File: src/rtl/cache_l1d_pkg.sv
// ============================================================================
//  cache_l1d_pkg : shared constants, FSM state codes and load/store encodings
//  for the L1 data-cache controller.   Revision: 1.0
// ============================================================================
`default_nettype none

package cache_l1d_pkg;

    localparam int DEF_TAG_SIZE       = 9;
    localparam int DEF_IDX_SIZE       = 6;
    localparam int DEF_WORD_SIZE      = 2;
    localparam int DEF_OFFSET_SIZE    = 2;
    localparam int DEF_BLOCK_SIZE     = 128;
    localparam int DEF_TIMEOUT_CYCLES = 255;
    localparam int DATA_W             = 64;
    localparam int INSTR_W            = 3;

    localparam int STATE_W = 3;
    localparam logic [STATE_W-1:0] ST_IDLE         = 3'd0;
    localparam logic [STATE_W-1:0] ST_LOOKUP       = 3'd1;
    localparam logic [STATE_W-1:0] ST_STORE        = 3'd2;
    localparam logic [STATE_W-1:0] ST_WT_SEND      = 3'd3;
    localparam logic [STATE_W-1:0] ST_REFILL_REQ   = 3'd4;
    localparam logic [STATE_W-1:0] ST_REFILL_WRITE = 3'd5;
    localparam logic [STATE_W-1:0] ST_RESP         = 3'd6;
    localparam logic [STATE_W-1:0] ST_ERR          = 3'd7;

    typedef enum logic [INSTR_W-1:0] {
        LD_LB  = 3'd0,
        LD_LH  = 3'd1,
        LD_LW  = 3'd2,
        LD_LD  = 3'd3,
        LD_LBU = 3'd4,
        LD_LHU = 3'd5,
        LD_LWU = 3'd6
    } load_instr_e;

    typedef enum logic [INSTR_W-1:0] {
        ST_SB = 3'd0,
        ST_SH = 3'd1,
        ST_SW = 3'd2,
        ST_SD = 3'd3
    } store_instr_e;

endpackage

`default_nettype wire

File: src/rtl/cache_l1d_timeout.sv
// ============================================================================
//  cache_l1d_timeout : counts refill cycles without an L2 acknowledge and
//  flags the cycle in which the limit is reached.   Revision: 1.0
// ============================================================================
`default_nettype none

module cache_l1d_timeout #(
    parameter int TIMEOUT_CYCLES = 255
) (
    input  logic clk_i,
    input  logic rst_i,
    input  logic clear_i,
    input  logic enable_i,
    output logic expired_o
);

    localparam int CNT_W = $clog2(TIMEOUT_CYCLES + 1);
    localparam logic [CNT_W-1:0] LIMIT    = CNT_W'(TIMEOUT_CYCLES);
    localparam logic [CNT_W-1:0] LIMIT_M1 = CNT_W'(TIMEOUT_CYCLES - 1);

    logic [CNT_W-1:0] cnt_q;
    logic [CNT_W-1:0] cnt_d;

    always_comb begin
        cnt_d = cnt_q;
        if (clear_i) begin
            cnt_d = '0;
        end else if (enable_i && (cnt_q != LIMIT)) begin
            cnt_d = cnt_q + 1'b1;
        end
    end

    // Expiry is the cycle whose un-acked increment makes the count reach the limit.
    assign expired_o = enable_i && !clear_i && (cnt_q == LIMIT_M1);

    always_ff @(posedge clk_i) begin
        if (rst_i) begin
            cnt_q <= '0;
        end else begin
            cnt_q <= cnt_d;
        end
    end

endmodule

`default_nettype wire

File: src/rtl/cache_ctrl_l1_data.sv
// ============================================================================
//  cache_ctrl_l1_data : L1 data-cache controller (lookup, write-through,
//  L2 refill with timeout). Build option: L1D_WRITE_ALLOCATE_EN.  Revision: 1.0
// ============================================================================
`default_nettype none

module cache_ctrl_l1_data
    import cache_l1d_pkg::*;
#(
    parameter int TAG_SIZE       = DEF_TAG_SIZE,
    parameter int IDX_SIZE       = DEF_IDX_SIZE,
    parameter int WORD_SIZE      = DEF_WORD_SIZE,
    parameter int OFFSET_SIZE    = DEF_OFFSET_SIZE,
    parameter int BLOCK_SIZE     = DEF_BLOCK_SIZE,
    parameter int TIMEOUT_CYCLES = DEF_TIMEOUT_CYCLES,
    parameter int AW             = TAG_SIZE + IDX_SIZE + WORD_SIZE + OFFSET_SIZE
) (
    input  logic                  clk_i,
    input  logic                  rst_i,
    input  logic                  req_valid_i,
    output logic                  req_ready_o,
    input  logic                  req_we_i,
    input  logic [INSTR_W-1:0]    req_read_instr_i,
    input  logic [INSTR_W-1:0]    req_write_instr_i,
    input  logic [AW-1:0]         req_addr_i,
    input  logic [DATA_W-1:0]     req_data_i,
    output logic                  resp_valid_o,
    output logic [DATA_W-1:0]     resp_data_o,
    output logic                  resp_err_o,
    output logic                  cache_read_o,
    output logic                  cache_write_o,
    output logic                  cache_write_l2_o,
    output logic                  cache_write_through_o,
    output logic [AW-1:0]         cache_addr_o,
    output logic [DATA_W-1:0]     cache_data_o,
    output logic [BLOCK_SIZE-1:0] cache_block_o,
    output logic [INSTR_W-1:0]    cache_instr_o,
    input  logic                  cache_hit_i,
    input  logic [DATA_W-1:0]     cache_data_i,
    output logic                  l2_req_o,
    output logic [AW-1:0]         l2_addr_o,
    input  logic                  l2_ack_i,
    input  logic [BLOCK_SIZE-1:0] l2_data_i,
    output logic                  wt_valid_o,
    input  logic                  wt_ready_i,
    output logic [AW-1:0]         wt_addr_o,
    output logic [DATA_W-1:0]     wt_data_o,
    output logic [INSTR_W-1:0]    wt_instr_o
);

    localparam int LOW_W = WORD_SIZE + OFFSET_SIZE;

    logic [STATE_W-1:0]    state_q, state_d;
    logic                  we_q, we_d;
    logic [INSTR_W-1:0]    rinstr_q, rinstr_d;
    logic [INSTR_W-1:0]    winstr_q, winstr_d;
    logic [AW-1:0]         addr_q, addr_d;
    logic [DATA_W-1:0]     data_q, data_d;
    logic [DATA_W-1:0]     resp_data_q, resp_data_d;
    logic [BLOCK_SIZE-1:0] blk_q, blk_d;

    logic to_clear;
    logic to_enable;
    logic to_expired;

    assign to_clear  = (state_q != ST_REFILL_REQ);
    assign to_enable = (state_q == ST_REFILL_REQ) && !l2_ack_i;

    cache_l1d_timeout #(
        .TIMEOUT_CYCLES (TIMEOUT_CYCLES)
    ) u_timeout (
        .clk_i     (clk_i),
        .rst_i     (rst_i),
        .clear_i   (to_clear),
        .enable_i  (to_enable),
        .expired_o (to_expired)
    );

    always_comb begin
        state_d     = state_q;
        we_d        = we_q;
        rinstr_d    = rinstr_q;
        winstr_d    = winstr_q;
        addr_d      = addr_q;
        data_d      = data_q;
        resp_data_d = resp_data_q;
        blk_d       = blk_q;
        case (state_q)
            ST_IDLE: begin
                if (req_valid_i) begin
                    we_d        = req_we_i;
                    rinstr_d    = req_read_instr_i;
                    winstr_d    = req_write_instr_i;
                    addr_d      = req_addr_i;
                    data_d      = req_data_i;
                    resp_data_d = '0;
                    state_d     = ST_LOOKUP;
                end
            end
            ST_LOOKUP: begin
                if (cache_hit_i) begin
                    if (we_q) begin
                        state_d = ST_STORE;
                    end else begin
                        resp_data_d = cache_data_i;
                        state_d     = ST_RESP;
                    end
                end else if (we_q) begin
`ifdef L1D_WRITE_ALLOCATE_EN
                    state_d = ST_REFILL_REQ;
`else
                    state_d = ST_WT_SEND;
`endif
                end else begin
                    state_d = ST_REFILL_REQ;
                end
            end
            ST_STORE: state_d = ST_WT_SEND;
            ST_WT_SEND: begin
                if (wt_ready_i) begin
                    state_d = ST_RESP;
                end
            end
            ST_REFILL_REQ: begin
                // An ack in the limit cycle takes priority over expiry.
                if (l2_ack_i) begin
                    blk_d   = l2_data_i;
                    state_d = ST_REFILL_WRITE;
                end else if (to_expired) begin
                    state_d = ST_ERR;
                end
            end
            ST_REFILL_WRITE: state_d = ST_LOOKUP;
            ST_RESP:         state_d = ST_IDLE;
            ST_ERR:          state_d = ST_IDLE;
            default:         state_d = ST_IDLE;
        endcase
    end

    always_ff @(posedge clk_i) begin
        if (rst_i) begin
            state_q     <= ST_IDLE;
            we_q        <= 1'b0;
            rinstr_q    <= '0;
            winstr_q    <= '0;
            addr_q      <= '0;
            data_q      <= '0;
            resp_data_q <= '0;
            blk_q       <= '0;
        end else begin
            state_q     <= state_d;
            we_q        <= we_d;
            rinstr_q    <= rinstr_d;
            winstr_q    <= winstr_d;
            addr_q      <= addr_d;
            data_q      <= data_d;
            resp_data_q <= resp_data_d;
            blk_q       <= blk_d;
        end
    end

    // Outputs are forced low while reset is held, even before state has cleared.
    always_comb begin
        req_ready_o           = 1'b0;
        resp_valid_o          = 1'b0;
        resp_data_o           = '0;
        resp_err_o            = 1'b0;
        cache_read_o          = 1'b0;
        cache_write_o         = 1'b0;
        cache_write_l2_o      = 1'b0;
        cache_write_through_o = 1'b0;
        cache_addr_o          = '0;
        cache_data_o          = '0;
        cache_block_o         = '0;
        cache_instr_o         = '0;
        l2_req_o              = 1'b0;
        l2_addr_o             = '0;
        wt_valid_o            = 1'b0;
        wt_addr_o             = '0;
        wt_data_o             = '0;
        wt_instr_o            = '0;
        if (!rst_i) begin
            cache_addr_o  = addr_q;
            cache_data_o  = data_q;
            cache_instr_o = we_q ? winstr_q : rinstr_q;
            l2_addr_o     = {addr_q[AW-1:LOW_W], {LOW_W{1'b0}}};
            wt_addr_o     = addr_q;
            wt_data_o     = data_q;
            wt_instr_o    = winstr_q;
            case (state_q)
                ST_IDLE:   req_ready_o = 1'b1;
                ST_LOOKUP: cache_read_o = 1'b1;
                ST_STORE: begin
                    cache_write_o         = 1'b1;
                    cache_write_through_o = 1'b1;
                end
                ST_WT_SEND:    wt_valid_o = 1'b1;
                ST_REFILL_REQ: l2_req_o = 1'b1;
                ST_REFILL_WRITE: begin
                    cache_write_l2_o = 1'b1;
                    cache_block_o    = blk_q;
                end
                ST_RESP: begin
                    resp_valid_o = 1'b1;
                    resp_data_o  = resp_data_q;
                end
                ST_ERR: begin
                    resp_valid_o = 1'b1;
                    resp_err_o   = 1'b1;
                end
                default: ;
            endcase
        end
    end

endmodule

`default_nettype wire

File: config.mk
export PLATFORM = sky130hd
export DESIGN_NAME = cache_ctrl_l1_data
export DESIGN_NICKNAME = d
export VERILOG_FILES = /design/src/rtl/cache_l1d_pkg.sv /design/src/rtl/cache_l1d_timeout.sv /design/src/rtl/cache_ctrl_l1_data.sv
export SDC_FILE = /design/constraint.sdc
export NUM_CORES = 1
export LEC_CHECK = 0
export BUFFER_PORTS_ARGS = -buffer_cell sky130_fd_sc_hd__buf_2
export CORE_AREA = 5 5 259 261
export CTS_CLUSTER_SIZE = 12
export DETAILED_ROUTE_END_ITERATION = 7
export DIE_AREA = 0 0 264 266
export HOLD_SLACK_MARGIN = 0.05
export MAX_ROUTING_LAYER = met4
export PLACE_DENSITY = 0.42
export SLEW_MARGIN = 40
export SYNTH_ARGS = -nofsm -noshare
export SYNTH_HDL_FRONTEND = slang
export SYNTH_SLANG_ARGS = --single-unit
File: constraint.sdc
create_clock -name clk_i -period 2.5 [get_ports clk_i]
set_input_delay 0.75 -clock clk_i [delete_from_list [all_inputs] [get_ports clk_i]]
set_output_delay 0.75 -clock clk_i [all_outputs]
set_load 0.02 [all_outputs]
==> metrics.csv <==
metric,value,unit
synth_cell_types,44,
die_h,266,um
grt_pass1_vias,12400,
antenna_found_initial,7,
synth_top_family_by_area,simple AND/OR/NAND/NOR gates,
hold_violations,0,
required,1750,ps
fin_skew,18.6,ps
violations,negative setup slack,
final.setup.worst_slack,-251,ps
grt_usage,0.140,
synthAdderAreaFrac,0.00194,
synthArstFlopShare,0,
synth_top_area_cell,dfxtp_1,
top_layer,met4,
die_area,70200,um2
power_density,640,nW/um2
yosysWarnings,0,
cts_tree,built,
p_total,0.0125,W
ys_ff_latch,293,
synth-edff-count,0,
synth_compound_area_frac,0.144,
fmax,363,MHz
whs,418,ps
finalSetupViolations,197,
drc_errors,0,
ys_top_cells_by_area,"dfxtp_1 (45%), nand2_1 (13%), and2_1 (9.5%)",
grt_pass1_wl,75700,um
grt_remaining_overflow,0,
core_area,64200,um2
avgSynthCellArea,8.01,um2
critPathCaptureType,primary output,
rsz0062_at_grt,yes,
tightest_slew,735,ps
final_net_count,2454,
pin_count,680,
io_buffers,675,
report.final.slew_viol_count,0,
synthMuxAreaShare,0.00543,
yosysMostFrequentCell,nand2_1,
p_leak,8.65,nW
cts_root_buf,clkbuf_16,
setup.worst_path.start_class,input pin,
wirelength_met1,21000,um
clockBufferDepth,3,
cts_max_level,2,
status,"finished, violations left",
area_growth,51.9,%
wl_met3,2890,um
drt_iter0_drc,618,
gp_congestion,0.835,
ir_drop,445,uV
drive_above_1_share,0.426,
syn_inst,1610,
slew_headroom,0.510,
grt_max_degree,114,
num_vias,12800,
fp.dieW,264,um
numCtsBuffers,37,
crit_fanout,21,
post_drt_wl_per_cell,17.3,um
maxCapViolCount,0,
fin_crit_sh,1.10,
drtAntennaViolNets,0,
clk_pin_slew,60,ps
fin_tns_setup,-35700,ps
wl_met2,27800,um
wirelength,52900,um
synthFlopType,dfxtp_1,
arrival,2000,ps
syn_area,12900,um2
avgViaCountPerCell,4.19,
drt_pass1_iterations,5,
synth-simple-area-share,0.290,
period_needed,2750,ps
crit_type,in -> out,
start_util,0.201,
dp_hpwl,38100,um
clock_sinks,293,
yosysSeqAreaShare,0.455,
hp-class,in -> reg,
synth_xor_area_frac,0,
synth_top_area_frac,0.455,
synth_common_cells,"nand2_1 (445), dfxtp_1 (293), a21oi_1 (222)",
row_count,93,
insertion_delay,540,ps
## cells by family after synthesis
| logic type | count (synthesis) |
|---|---|
| other | 1 |
| AO/OA/AOI/OAI | 301 |
| buffers and inverters | 236 |
| adder cells (fa/ha/maj) | 2 |
| flip-flops | 293 |
| AND/OR/NAND/NOR | 770 |
| multiplexers | 7 |
## layout make-up
class / count / area (um2)
repair buffers: 744 / 5310
clock inverters: 6 / 58.8
well taps: 855 / 1070
clock buffers: 58 / 1140
multi-input cells: 1084 / 6100
fillers: 7003 / 44600
inverters: 4 / 15.0
diodes: 8 / 20.0
flip-flops and latches: 293 / 5870
## metal layers
metal	global-route usage	up-vias
li1	-	6264
met1	0.160	6068
met2	0.249	397
met3	0.0296	67
met4	0.0383	0
met5	-	-
## stage by stage
step | util | setup slack, ps | instances | area (um2)
after detailed placement | 0.261 | -307 | 2961 | 16800
after CTS | 0.290 | -284 | 3037 | 18600
after global routing | 0.305 | -346 | 3050 | 19600
after global placement | 0.261 | -284 | 2961 | 16800
after floorplan | - | -187 | 1613 | 13000
final | 0.305 | -251 | 3052 | 19600
## path summary, 6_finish.rpt
kind                                              start                            to  slack (ps)  depth (start not counted)
worst max-delay path                              rst_i             cache_block_o[99]        -250                          8
worst min-delay path                   cache_data_i[35]  resp_data_q[35]$_SDFFE_PP0P_         420                          2
worst max register to register  state_q[0]$_SDFFE_PP0P_  resp_data_q[39]$_SDFFE_PP0P_         440                          7
worst min register to register   blk_q[22]$_SDFFE_PP0P_        blk_q[22]$_SDFFE_PP0P_         450                          2
## cells in the final DEF, fill, tap and decap left out, drive strengths merged, types with 2 or more instances in the layout
| master | n |
|---|---|
| nand4 | 2 |
| and3 | 2 |
| a32o | 64 |
| conb | 4 |
| diode | 8 |
| nor4bb | 2 |
| nor2b | 88 |
| a211oi | 4 |
| nor3 | 5 |
| buf | 738 |
| o21ai | 3 |
| nor4 | 4 |
| nand2 | 445 |
| ha | 2 |
| nor4b | 2 |
| and2 | 195 |
| and3b | 2 |
| clkbuf | 64 |
| nor2 | 9 |
| dfxtp | 293 |
| inv | 5 |
| a31oi | 2 |
| nand2b | 5 |
| clkinv | 4 |
| a21oi | 222 |
| nand3 | 2 |
| and4 | 2 |
| mux2i | 7 |
| or4b | 3 |
## sequential cells by signal (all words and copies together), names as in the netlist
name and flops:
u_timeout.cnt_q 8, resp_data_q 64, rinstr_q 3, winstr_q 3
blk_q 128, state_q 3, we_q 1, data_q 64
addr_q 19
## worst max-delay path, stage by stage
cell	delay [ps]
buf_8	100
nand2b_4	140
nor3b_4	220
buf_6	140
buf_12	160
clkbuf_16	190
and2_1	130
buf_4	140
## power by group
part	switching [W]	internal, W	leakage (nW)	total, W
Sequential	0.000166	0.00499	2.38	0.00515
Clock	0.00206	0.00321	0.591	0.00528
Combinational	0.00130	0.000813	5.68	0.00211
Total	0.00353	0.00901	8.65	0.0125
## timing repair
| action | 4_1_cts | 5_1_grt |
|---|---|---|
| endpoints found under the hold margin | 0 | 0 |
| endpoints found under the setup margin | 246 | 306 |
| cloned | 4 | 6 |
| buffers inserted | 8 | 2 |
| pin swaps | 15 | 27 |
| hold buffers | 0 | 0 |
| resized for setup | 175 | 266 |
No activity file was read; power rests on OpenSTA's default activity.
